**src/rtl/cpu_trace_buffer.sv**
```systemverilog
// rtl/cpu_trace_buffer.sv - circular execution-trace capture with PC trigger and oldest-first drain
module cpu_trace_buffer #(
    parameter int XLEN  = 32,
    parameter int DEPTH = 16,
    parameter int CW    = $clog2(DEPTH) + 1
) (
    input  logic            i_clk,
    input  logic            i_rst,
    input  logic [XLEN-1:0] i_pc,
    input  logic [31:0]     i_instr,
    input  logic [XLEN-1:0] i_result,
    input  logic            i_arm,
    input  logic            i_stop,
    input  logic            i_mode,
    input  logic            i_trig_en,
    input  logic [XLEN-1:0] i_trig_pc,
    input  logic [CW-1:0]   i_post_count,
    output logic            o_rd_valid,
    input  logic            i_rd_ready,
    output logic [XLEN-1:0] o_rd_pc,
    output logic [31:0]     o_rd_instr,
    output logic [XLEN-1:0] o_rd_result,
    output logic [1:0]      o_state,
    output logic [CW-1:0]   o_count,
    output logic            o_overflow
);
    localparam int AW = $clog2(DEPTH);

    localparam logic [1:0] S_IDLE  = 2'd0;
    localparam logic [1:0] S_ARMED = 2'd1;
    localparam logic [1:0] S_POST  = 2'd2;
    localparam logic [1:0] S_DONE  = 2'd3;

    logic [XLEN-1:0] r_mem_pc     [DEPTH];
    logic [31:0]     r_mem_instr  [DEPTH];
    logic [XLEN-1:0] r_mem_result [DEPTH];

    logic [1:0]      r_state;
    logic [AW-1:0]   r_wr_ptr;
    logic [AW-1:0]   r_rd_ptr;
    logic [CW-1:0]   r_count;
    logic [CW-1:0]   r_remaining;
    logic            r_overflow;
    logic            r_have_last;
    logic [XLEN-1:0] r_last_pc;

    logic w_capturing;
    logic w_qual;
    logic w_write;
    logic w_trig_hit;
    logic w_full;
    logic w_pop;

    assign w_capturing = (r_state == S_ARMED) || (r_state == S_POST);
    assign w_qual      = w_capturing && (!i_mode || !r_have_last || (i_pc != r_last_pc));
    assign w_write     = w_qual && !i_stop && !i_arm;
    assign w_trig_hit  = (r_state == S_ARMED) && i_trig_en && (i_pc == i_trig_pc);
    assign w_full      = (r_count == CW'(DEPTH));
    assign w_pop       = o_rd_valid && i_rd_ready;

    // Storage has no reset: reads are masked by o_rd_valid, so stale contents never escape.
    always_ff @(posedge i_clk) begin
        if (w_write) begin
            r_mem_pc[r_wr_ptr]     <= i_pc;
            r_mem_instr[r_wr_ptr]  <= i_instr;
            r_mem_result[r_wr_ptr] <= i_result;
        end
    end

    always_ff @(posedge i_clk or posedge i_rst) begin
        if (i_rst) begin
            r_state     <= S_IDLE;
            r_wr_ptr    <= '0;
            r_rd_ptr    <= '0;
            r_count     <= '0;
            r_remaining <= '0;
            r_overflow  <= 1'b0;
            r_have_last <= 1'b0;
            r_last_pc   <= '0;
        end else if (i_arm) begin
            r_state     <= S_ARMED;
            r_wr_ptr    <= '0;
            r_rd_ptr    <= '0;
            r_count     <= '0;
            r_remaining <= '0;
            r_overflow  <= 1'b0;
            r_have_last <= 1'b0;
        end else if (w_capturing) begin
            if (i_stop) begin
                r_state <= S_DONE;
            end else if (w_qual) begin
                r_wr_ptr    <= r_wr_ptr + AW'(1);
                r_have_last <= 1'b1;
                r_last_pc   <= i_pc;
                if (w_full) begin
                    r_rd_ptr   <= r_rd_ptr + AW'(1);
                    r_overflow <= 1'b1;
                end else begin
                    r_count <= r_count + CW'(1);
                end
                if (r_state == S_ARMED) begin
                    if (w_trig_hit) begin
                        r_remaining <= i_post_count;
                        r_state     <= (i_post_count == '0) ? S_DONE : S_POST;
                    end
                end else begin
                    r_remaining <= r_remaining - CW'(1);
                    if (r_remaining == CW'(1)) begin
                        r_state <= S_DONE;
                    end
                end
            end
        end else if (w_pop) begin
            r_rd_ptr <= r_rd_ptr + AW'(1);
            r_count  <= r_count - CW'(1);
        end
    end

    assign o_rd_valid  = (r_state == S_DONE) && (r_count != '0);
    assign o_rd_pc     = o_rd_valid ? r_mem_pc[r_rd_ptr]     : '0;
    assign o_rd_instr  = o_rd_valid ? r_mem_instr[r_rd_ptr]  : '0;
    assign o_rd_result = o_rd_valid ? r_mem_result[r_rd_ptr] : '0;
    assign o_state     = r_state;
    assign o_count     = r_count;
    assign o_overflow  = r_overflow;
endmodule

```
**config.mk**
```make
export PLATFORM = sky130hd
export DESIGN_NAME = cpu_trace_buffer
export DESIGN_NICKNAME = d
export VERILOG_FILES = /design/src/rtl/cpu_trace_buffer.sv
export SDC_FILE = /design/constraint.sdc
export NUM_CORES = 1
export LEC_CHECK = 0
export BUFFER_PORTS_ARGS = -buffer_cell sky130_fd_sc_hd__buf_2
export CAP_MARGIN = 40
export CORE_UTILIZATION = 61
export DETAILED_ROUTE_END_ITERATION = 8
export PLACE_DENSITY = 0.9
export SYNTH_ARGS = -nofsm -noshare
export SYNTH_HDL_FRONTEND = slang
export SYNTH_SLANG_ARGS = --single-unit
```
**constraint.sdc**
```tcl
create_clock -name i_clk -period 15.2 [get_ports i_clk]
set_input_delay 1.52 -clock i_clk [delete_from_list [all_inputs] [get_ports i_clk]]
set_output_delay 1.52 -clock i_clk [all_outputs]
set_load 0.03 [all_outputs]
```
Word-level counts from Yosys, hierarchy flattened
Memory sizes are Yosys's and may differ from the RTL's.
Index checks and enable logic that the tools add are counted.
{"block": "classes", "n_addsub": 5, "eq_ne": 14, "mux": 44, "n_bitwise": 2, "n_reduce_logical": 29}
{"op": "2-to-1 mux 32 bit", "n": 3}
{"op": "2-to-1 mux 5 bit", "n": 12}
{"op": "2-to-1 mux 4 bit", "n": 10}
{"op": "== test 32 bit", "n": 1}
{"op": "inequality test 32 bit", "n": 1}
{"op": "AND reduction 4 bit", "n": 6}
{"op": "2-to-1 mux 2 bit", "n": 7}
{"op": "2-to-1 mux 1 bit", "n": 12}
{"op": "subtractor 5 x 1 -> 5 bit (second input constant)", "n": 2}
{"op": "inequality test 3 bit (second input constant)", "n": 3}
{"op": "adder 4 x 1 -> 4 bit (second input constant)", "n": 2}
{"op": "logical AND 1 bit", "n": 7}
{"op": "inequality test 3 x 2 -> 1 bit (second input constant)", "n": 2}
{"op": "nonzero test 2 bit", "n": 3}
{"op": "nonzero test 3 bit", "n": 2}
{"op": "adder 5 x 1 -> 5 bit (second input constant)", "n": 1}
{"op": "== test 5 x 1 -> 1 bit (second input constant)", "n": 1}
{"op": "== test 5 bit (second input constant)", "n": 1}
{"op": "logical NOT 5 bit", "n": 1}
{"op": "nonzero test 5 bit", "n": 1}
{"op": "== test 2 bit (second input constant)", "n": 2}
{"op": "logical NOT 1 bit", "n": 4}
{"op": "inequality test 4 bit (second input constant)", "n": 1}
{"op": "nonzero test 4 bit", "n": 1}
{"op": "5 further kinds", "n": 8}
{"block": "totals", "reg_bits": 54, "ramBits": 1536, "inputBits": 140, "output_inout_bits": 105, "n_memories": 3}
{"memory": "r_mem_instr", "words": 16, "width": 32, "read_ports": 1, "rd_clocked_by_memory_dff": 0, "write_ports": 1, "line": "35", "text": "logic [31:0] r_mem_instr [DEPTH];"}
{"memory": "r_mem_pc", "words": 16, "width": 32, "read_ports": 1, "rd_clocked_by_memory_dff": 0, "write_ports": 1, "line": "34", "text": "logic [XLEN-1:0] r_mem_pc [DEPTH];"}
{"memory": "r_mem_result", "words": 16, "width": 32, "read_ports": 1, "rd_clocked_by_memory_dff": 0, "write_ports": 1, "line": "36", "text": "logic [XLEN-1:0] r_mem_result [DEPTH];"}

Longest topological paths before layout
{"block": "depth", "word_depth": 9, "mapped_depth": 10, "ltp_nobuf": 10}

Worst setup path before layout
OpenSTA, ideal clock, no wires.
{"block": "synth_path", "kind": "input port to flip-flop", "start": "input port i_pc[20]", "end": "memory r_mem_instr[1][0], enable pin", "setup_ps": 788, "arrival_time_ps": 11651, "t_required_ps": 14412, "path_slack_ps": 2760, "path_stages": 7, "n_path_buf": 1, "path_cell_list": "xnor2_1 nand4_1 or4_1 nor3_2 nor3_1 clkbuf_1 nor4bb_1"}
{"block": "synth_between", "elab_chain_len": 7}
{"element": "start: declaration", "line": "9", "text": "input logic [XLEN-1:0] i_pc,"}
{"element": "inequality test 32 bit", "line": "55", "text": "assign w_qual = w_capturing && (!i_mode || !r_have_last || (i_pc != r_last_pc));"}
{"element": "logical OR 1 bit", "line": "55"}
{"element": "logical AND 1 bit", "line": "55"}
{"element": "logical AND 1 bit (2 in a row)", "line": "56", "text": "assign w_write = w_qual && !i_stop && !i_arm;"}
{"element": "2-to-1 mux 1 bit", "line": "63", "text": "if (w_write) begin"}
{"element": "2-to-1 mux 1 bit (implied by the code)", "line": "65", "text": "r_mem_instr[r_wr_ptr] <= i_instr;"}
{"element": "end: declaration", "line": "35"}
Every way passes these cells.

Worst setup path in the final report
{"block": "layout_path", "start": "register r_rd_ptr[1]", "end": "output port o_rd_pc[12]"}
{"block": "layout_between", "elab_chain_len": 2}
{"element": "start: declaration", "line": "40", "text": "logic [AW-1:0] r_rd_ptr;"}
{"element": "start signal: assignment", "line": "96", "text": "r_rd_ptr <= r_rd_ptr + AW'(1);"}
{"element": "start signal: assignment", "line": "114", "text": "r_rd_ptr <= r_rd_ptr + AW'(1);"}
{"element": "memory read (16 x 32 bit)"}
{"element": "2-to-1 mux 32 bit", "line": "120", "text": "assign o_rd_pc = o_rd_valid ? r_mem_pc[r_rd_ptr] : '0;"}
{"element": "end: declaration", "line": "20", "text": "output logic [XLEN-1:0] o_rd_pc,"}
Every way passes these cells.

==> run summary <==
row cnt -> 116
count of pins over their slew limit -> 0
final setup fails -> 0
crit path DAT -> 4780 ps
Mapped Nets -> 2759
die area -> 0.1025 mm²
Required @ worst endpoint -> 13680 ps
gr ovfl total -> 0
IO Count -> 245
CTS sink count -> 1590
Port Buf Inserts -> 244
commonest cells after routing, fill and taps aside -> 1536 x edfxtp_1, 480 x mux4_2, 244 x buf_2
top-area cell type share of the netlist area -> 74.67%
Final TNS setup -> 0 ps
clk_lat worst skew -> 770 ps
#FFs+latches synth -> 1590
Setup crit end kind -> output port
family with the most delay on the worst path -> buffers and inverters
Remaining DRCs -> 0
htree depth -> 4
post-synthesis sequential area ratio -> 76.86%
fin crit share -> 41.43%
fill count -> 5333
Layout Nets -> 3102
unrepaired setup endpoints after global routing -> no
core area -> 0.1001 mm²
Routed Wire Length -> 169.1 mm
Worst Hold Class -> flop to flop
Max VDD drop -> 110.3 µV
leakage -> 22.05 nW
Yosys top cell by area -> edfxtp_1
DR vias -> 31980
router iterations before antenna repair -> 5
Clock Skews -> 38.15 ps
Post-synth ARST share -> 3.396%
RD Place Congestion -> 0.8623
cts hold-fix bufs -> 0
yosys warns -> 0
slowest cell on the critical path -> dfrtp_4
initial drt markers -> 4953
Max Cap Viol -> 0
Longest Clk Path Bufs -> 3
total setup buffers inserted after CTS -> 0
FF/Latch Area -> 0.04749 mm²
syn avg cell area -> 23.70 µm²
CTS tree -> yes
EDFF count, synth -> 1536
Synth Flop Type -> edfxtp_1
pwr dens -> 132.8 mW/mm²
Post-Synthesis Cells -> 2606
Crit path largest cell delay -> 840 ps
Resized cells post-CTS -> 0
hpwl dp -> 84.43 mm
Avg Vias per Cell -> 7.295
starting density of the core -> 61.68%
antenna-violating nets left -> 0
area grow syn2layout -> 13.91%
kind of critical path -> flop to output port
multi-input logic area -> 0.01377 mm²
Setup crit start kind -> flop
Worst Tran Pin Value -> 1143 ps
hold_ws -> 520.9 ps
FMAX -> 158.8 MHz
minimum clock period after layout -> 6297 ps
Die X -> 320.2 µm
library cells used by synthesis -> 55
GRT Total Usage -> 33.52%
CP cell instances -> buf_12 -> buf_4 -> buf_16 -> mux4_2 -> mux4_2 -> and2_1 -> buf_2
top post-synthesis cells by area -> edfxtp_1 75%, mux4_2 18%, dfrtp_1 2.2%
CTS Root Cell -> clkbuf_16
WL per Instance -> 38.58 µm
first-pass GRT wire length -> 240.0 mm
share of post-route cells with drive strength above 1 -> 35.24%
initial antenna violation count -> 12
status -> complete, no violations
Mapped Area -> 0.06177 mm²
Most Frequent Cell on Critical Path -> mux4_2
most common cell after layout, fill and taps aside -> edfxtp_1
largest net degree at the start of global routing -> 156
CTS Buf Count -> 152
worst-path fanout max -> 155
Final Hold Fails -> 0
Clock Pin Slew Worst Setup and Hold Paths -> 60 ps
max_slew headroom -> 23.77%
CP bufs+invs -> 4
number of global-route vias before repair -> 33050
Die H -> 320.2 µm
==> worst min-delay path, stage by stage (launching register included) <==
cell	delay [ps]
dfrtp_1	360
a31oi_1	50
nor2_1	80
==> flip-flops by register name, indices dropped and copies added (netlist names), 2 cells and up <==
register	count
r_wr_ptr	4
o_count	5
o_state	2
r_remaining	5
r_last_pc	32
r_rd_ptr	4
r_mem_instr	512
r_mem_result	512
r_mem_pc	512
==> metal layers <==
layer	share of wire (%)	global-route usage, %	vias to the layer above
met1	34	43.48	16820
li1	-	-	11820
met3	11	6.990	499
met5	0.024	0	-
met2	51	55.65	2824
met4	4.5	14.57	6
==> cells by family (layout without fill, tap and decap cells) <==
kind of cell | count (synthesis) | after routing | synth area share (%)
simple gates | 223 | 223 | 2.192
buf+inv | 147 | 617 | 0.9865
compound gates | 53 | 53 | 0.6199
fa+ha+maj | 13 | 13 | 0.2755
mux | 516 | 516 | 18.16
xor+xnor | 64 | 64 | 0.9075
flops | 1590 | 1590 | 76.86
other cells | 0 | 9 | 0
==> layout make-up <==
type / count / area share, %
Antenna cell: 9 / 0.03201
Clock inverter: 82 / 1.216
Sequential cell: 1590 / 67.50
Tap cell: 1298 / 2.308
Clock buffer: 199 / 5.804
Timing Repair Buffer: 323 / 3.500
Inverter: 13 / 0.06935
Multi-Input combinational cell: 869 / 19.57
==> power breakdown <==
group	internal, mW	leakage (nW)	total [mW]	switching [mW]
combinational	0.257	5.16	0.646	0.389
clock	2.14	2.40	3.82	1.68
sequential	4.85	14.5	4.88	0.0332
==> synth_stat cells, drive strengths merged, types with 3 or more instances <==
library cell,count
xnor2,62
nand3,20
mux2,36
and3,10
clkbuf,85
dfrtp,54
nor2,22
ha,12
buf,49
nor2b,5
nor4,5
a2bb2oi,3
nand2b,7
a21oi,17
edfxtp,1536
a21o,4
and2,96
and4b,4
nor3,11
inv,13
a2111oi,3
nand2,3
and4,4
a31oi,4
nand4,26
or4,3
o21ai,4
mux4,480
==> worst paths after layout <==
path	from	end	slack [ps]	depth (start not counted)
worst max-delay path	r_rd_ptr[1]	o_rd_pc[12]	8900	7
worst min-delay path	o_overflow	o_overflow	520	2
worst max register to register	o_state[0]	r_mem_instr[11][13]	10490	7
worst min register to register	o_overflow	o_overflow	520	2
max in group asynchronous	i_rst	r_rd_ptr[3]	13820	3
min in group asynchronous	i_rst	o_state[1]	790	2
==> per-stage QoR <==
step	utilization, %	worst slack (ps)	total power, mW	instance area, µm²	instances
global route	70.25	8725	9.540	70360	4381
global placement	64.41	9084	5.539	64500	4058
detailed placement	65.28	9277	5.592	65370	4092
floorplan	-	2760	5.351	61770	2606
finish	70.26	8903	9.346	70360	4383
CTS	70.21	8906	9.356	70310	4373
(Power assumes the default switching activity.)
